--- src/rtl/phy_rx_serial_to_parallel.sv ---
// rtl/phy_rx_serial_to_parallel.sv - PCIe RX lane deserializer with COM alignment
// Locks byte alignment after COM_COUNT aligned COMs, then emits each byte held for 8 bit clocks.
module phy_rx_serial_to_parallel #(
  parameter logic [7:0]  COM_SYMBOL = 8'hBC,
  parameter int unsigned COM_COUNT  = 4
) (
  input  logic       clk,
  input  logic       reset,
  input  logic       data_in,
  output logic [7:0] data_out,
  output logic       valid_out,
  output logic       active
);

  typedef enum logic [1:0] {SEARCH, ALIGN, ACTIVE} state_e;

  localparam logic [3:0] COM_TARGET = 4'(COM_COUNT);

  state_e      state_q, state_d;
  logic [6:0]  sr_q;
  logic [2:0]  bit_cnt_q, bit_cnt_d;
  logic [3:0]  com_cnt_q, com_cnt_d;
  logic [7:0]  data_q, data_d;
  logic        valid_q, valid_d;

  logic [7:0]  win;
  logic        boundary;
  logic        is_com;

  // Byte ending with the bit being sampled on this edge.
  assign win      = {sr_q, data_in};
  assign boundary = (bit_cnt_q == 3'd7);
  assign is_com   = (win == COM_SYMBOL);

  always_ff @(posedge clk or posedge reset) begin
    if (reset) begin
      state_q   <= SEARCH;
      sr_q      <= '0;
      bit_cnt_q <= '0;
      com_cnt_q <= '0;
      data_q    <= '0;
      valid_q   <= 1'b0;
    end else begin
      state_q   <= state_d;
      sr_q      <= win[6:0];
      bit_cnt_q <= bit_cnt_d;
      com_cnt_q <= com_cnt_d;
      data_q    <= data_d;
      valid_q   <= valid_d;
    end
  end

  always_comb begin
    state_d   = state_q;
    bit_cnt_d = bit_cnt_q;
    com_cnt_d = com_cnt_q;
    data_d    = data_q;
    valid_d   = valid_q;
    case (state_q)
      SEARCH: begin
        if (is_com) begin
          bit_cnt_d = 3'd0;
          com_cnt_d = 4'd1;
          state_d   = (COM_TARGET == 4'd1) ? ACTIVE : ALIGN;
        end
      end
      ALIGN: begin
        bit_cnt_d = bit_cnt_q + 3'd1;
        if (boundary) begin
          if (is_com) begin
            com_cnt_d = com_cnt_q + 4'd1;
            if (com_cnt_q + 4'd1 == COM_TARGET) state_d = ACTIVE;
          end else begin
            // The failing edge itself is not searched; hunting resumes next edge.
            com_cnt_d = 4'd0;
            state_d   = SEARCH;
          end
        end
      end
      ACTIVE: begin
        bit_cnt_d = bit_cnt_q + 3'd1;
        if (boundary) begin
          data_d  = win;
          valid_d = !is_com;
        end
      end
      default: state_d = SEARCH;
    endcase
  end

  assign data_out  = data_q;
  assign valid_out = valid_q;
  assign active    = (state_q == ACTIVE);

endmodule

--- config.mk ---
export PLATFORM = sky130hd
export DESIGN_NAME = phy_rx_serial_to_parallel
export DESIGN_NICKNAME = d
export VERILOG_FILES = /design/src/rtl/phy_rx_serial_to_parallel.sv
export SDC_FILE = /design/constraint.sdc
export NUM_CORES = 1
export LEC_CHECK = 0
export BUFFER_PORTS_ARGS = -buffer_cell sky130_fd_sc_hd__buf_2
export CELL_PAD_IN_SITES_DETAIL_PLACEMENT = 1
export CELL_PAD_IN_SITES_GLOBAL_PLACEMENT = 2
export CORE_MARGIN = 2
export CORE_UTILIZATION = 42
export CTS_CLUSTER_DIAMETER = 120
export CTS_CLUSTER_SIZE = 10
export DETAILED_ROUTE_END_ITERATION = 8
export PLACE_DENSITY_LB_ADDON = 0.15
export SYNTH_ARGS = -nofsm -noshare
export SYNTH_HDL_FRONTEND = slang
export SYNTH_SLANG_ARGS = --single-unit
--- constraint.sdc ---
create_clock -name clk -period 2.2 [get_ports clk]
set_input_delay 0.11 -clock clk [delete_from_list [all_inputs] [get_ports clk]]
set_output_delay 0.11 -clock clk [all_outputs]
set_load 0.005 [all_outputs]
==> flow_metrics.tcl <==
set metrics [dict create \
    total_power_mw 0.811 \
    drv_slew 0 \
    cp_data_required_time_ns 2.42 \
    period_share 0.764 \
    skew_ns 0.00280 \
    power.static_leakage_nw 0.664 \
    multiInputGateArea_um2 551 \
    syn_area_um2 1210 \
    violations "negative hold slack" \
    ys_top_cells_by_area "dfrtp_1 (52%), ha_1 (8.3%), mux2_2 (7.4%), inv_1 (2.8%), nand4bb_4 (2.3%)" \
    critPathKind "reg2reg" \
    r2r_slack_ns 0.52 \
    grt_use_met1 0.207 \
    fp-row-count 19 \
    antenna_found_initial 0 \
    final_cell_mix "dfrtp_1 (25), buf_2 (12), inv_1 (9), mux2_2 (8), ha_1 (8)" \
    syn_nets 106 \
    yosys_warnings 0 \
    ant_nets 0 \
    met3_usage 0.0268 \
    regArea_um2 626 \
    grt_pass1_wl_um 3790 \
    synth-seq-area-share 0.517 \
    die_h_um 57.7 \
    routed_wl_um 2180 \
    setup_tns_ns 0 \
    start_util 0.439 \
    cts-root-buf "clkbuf_4" \
    grt_overflow 0 \
    die_w_um 57.7 \
    numPortBuffers 12 \
    worst_pin_slew_ns 0.936 \
    startpoint_type "flip-flop" \
    first_global_vias 823 \
    syn_area_per_cell_um2 12.7 \
    fmax_ghz 0.595 \
    post_drt_wl_per_cell_um 15.3 \
    diodes 0 \
    period_needed_ns 1.68 \
    cts_tree "built" \
    powerDensity_nw_per_um2 603 \
    ys_ff_latch 25 \
    grt_use_total 0.150 \
    synthCells 95 \
    route.vias.total 779 \
    clock_path_buffers 2 \
    endpoint_kind "flip-flop" \
    gp_congestion 0.730 \
    holdWs_ns -0.0177 \
    dr.pass1.iters 4 \
    ir_drop_uv 459 \
    finalSetupViolations 0 \
    areaGrowthSynthToFinish_pct 11.3 \
    num-fill-cells 308 \
    grt_start_max_net_pins 26 \
    grt_setup_unrepaired "false" \
    die-area_um2 3330 \
    cts.clk_slew.worst_paths_ns 0.14 \
    via_per_inst 5.45 \
    slew-limit-headroom 0.376 \
    core_area_um2 2760 \
    drc 0 \
    hold_class "in2async" \
    cts_made_buffers 3 \
    drive_gt1_frac 0.268 \
    hold_violations 25 \
    clk_latency_ns 0.32 \
    met2_usage 0.239 \
    htree_levels 1 \
    outcome "complete, but fails checks" \
    dpl.hpwl_um 1660 \
    layout.cells.most_common "dfrtp_1" \
    drt_iter0_drc 7 \
    ys_types 33 \
    synth_top_area_cell "dfrtp_1" \
    crit_arrival_ns 1.90 \
    ctsResizeCount 0 \
    cp_max_fo 10 \
    top_usage_layer "met2" \
    cts.sinks 25 \
    num_io_pins 13 \
    nets 124 \
    synth_top_area_share 0.517 \
    drv_cap 0 \
]
state kept, by name (all words and copies together), names as in the netlist:
register / flops
bit_cnt_q: 3
com_cnt_q: 4
data_out: 8
sr_q: 7
state_q: 2
valid_out: 1
synth_stat cells:
| library cell | count |
|---|---|
| a21oi_1 | 4 |
| o21ai_0 | 1 |
| and3_1 | 2 |
| nand4bb_4 | 1 |
| mux2_1 | 1 |
| o21bai_1 | 1 |
| nor2b_1 | 3 |
| o31ai_1 | 3 |
| a21o_1 | 1 |
| nand4b_4 | 1 |
| a21boi_0 | 1 |
| mux2i_1 | 2 |
| a22o_1 | 2 |
| o21ai_2 | 1 |
| nand4bb_1 | 1 |
| o31ai_2 | 1 |
| mux2_2 | 8 |
| ha_1 | 8 |
| nand4b_1 | 1 |
| a22oi_1 | 2 |
| and3b_1 | 1 |
| inv_1 | 9 |
| and2b_2 | 1 |
| a211o_1 | 1 |
| nand3b_1 | 1 |
| o2bb2ai_1 | 2 |
| o21ai_1 | 1 |
| nand2_1 | 5 |
| dfrtp_1 | 25 |
| o2111ai_1 | 1 |
| nand3_1 | 1 |
| nor2_1 | 1 |
| nor3_2 | 1 |
cell families (layout without fill, tap and decap cells):
logic type               Yosys count  in the layout  synth area share
AO/OA/AOI/OAI                     22             22             0.135
AND/OR/NAND/NOR                   20             20             0.137
buffers and inverters              9             26            0.0279
multiplexers                      11             11             0.100
adder cells (fa/ha/maj)            8              8            0.0827
flip-flops                        25             25             0.517
worst max-delay path, stage by stage (launching register included):
cell and delay, ns:
dfrtp_1 0.42, ha_1 0.21, ha_1 0.23, nand2_1 0.34
mux2_2 0.39
report_power, final:
group / switching, mW / total [mW] / internal (mW)
clock: 0.139 / 0.207 / 0.0681
combinational: 0.0555 / 0.0941 / 0.0385
sequential: 0.0216 / 0.510 / 0.489
worst paths after layout:
kind	end	cells past startpoint	start
max	data_out[7]	4	bit_cnt_q[0]
min	bit_cnt_q[1]	2	reset
max reg2reg	data_out[7]	4	bit_cnt_q[0]
min reg2reg	sr_q[1]	0	sr_q[0]
max in group asynchronous	com_cnt_q[0]	2	reset
min in group clk	sr_q[1]	0	sr_q[0]
per-stage QoR:
stage | setup slack, ns | util | std cells | hold slack, ns | cell area (um2)
2_1_floorplan | 0.697 | - | 95 | 0.137 | 1210
3_3_place_gp | 0.575 | 0.475 | 138 | 0.254 | 1310
3_5_place_dp | 0.525 | 0.475 | 138 | 0.262 | 1310
4_1_cts | 0.495 | 0.488 | 143 | 0.00846 | 1350
5_1_grt | 0.396 | 0.488 | 143 | 0.0694 | 1350
6_report | 0.520 | 0.488 | 143 | -0.0177 | 1350
metal layers:
layer / share of wire / vias up
met5: 0 / -
met4: 0.0087 / 0
met3: 0.021 / 2
met2: 0.47 / 7
met1: 0.50 / 390
li1: - / 380
layout make-up:
class	instances	area share
Multi-Input combinational cell	61	0.409
Clock inverter	1	0.00372
Tap cell	31	0.0288
Inverter	9	0.0251
Clock buffer	3	0.0167
Timing Repair Buffer	13	0.0520
Sequential cell	25	0.465
what timing repair did:
item / CTS / global route
hold buffers: 1 / 0
endpoints found under the hold margin: 1 / 0
setup buffers: 0 / 0
setup endpoints to repair: 0 / 0
Note: power is estimated with default switching activity, not from simulation.
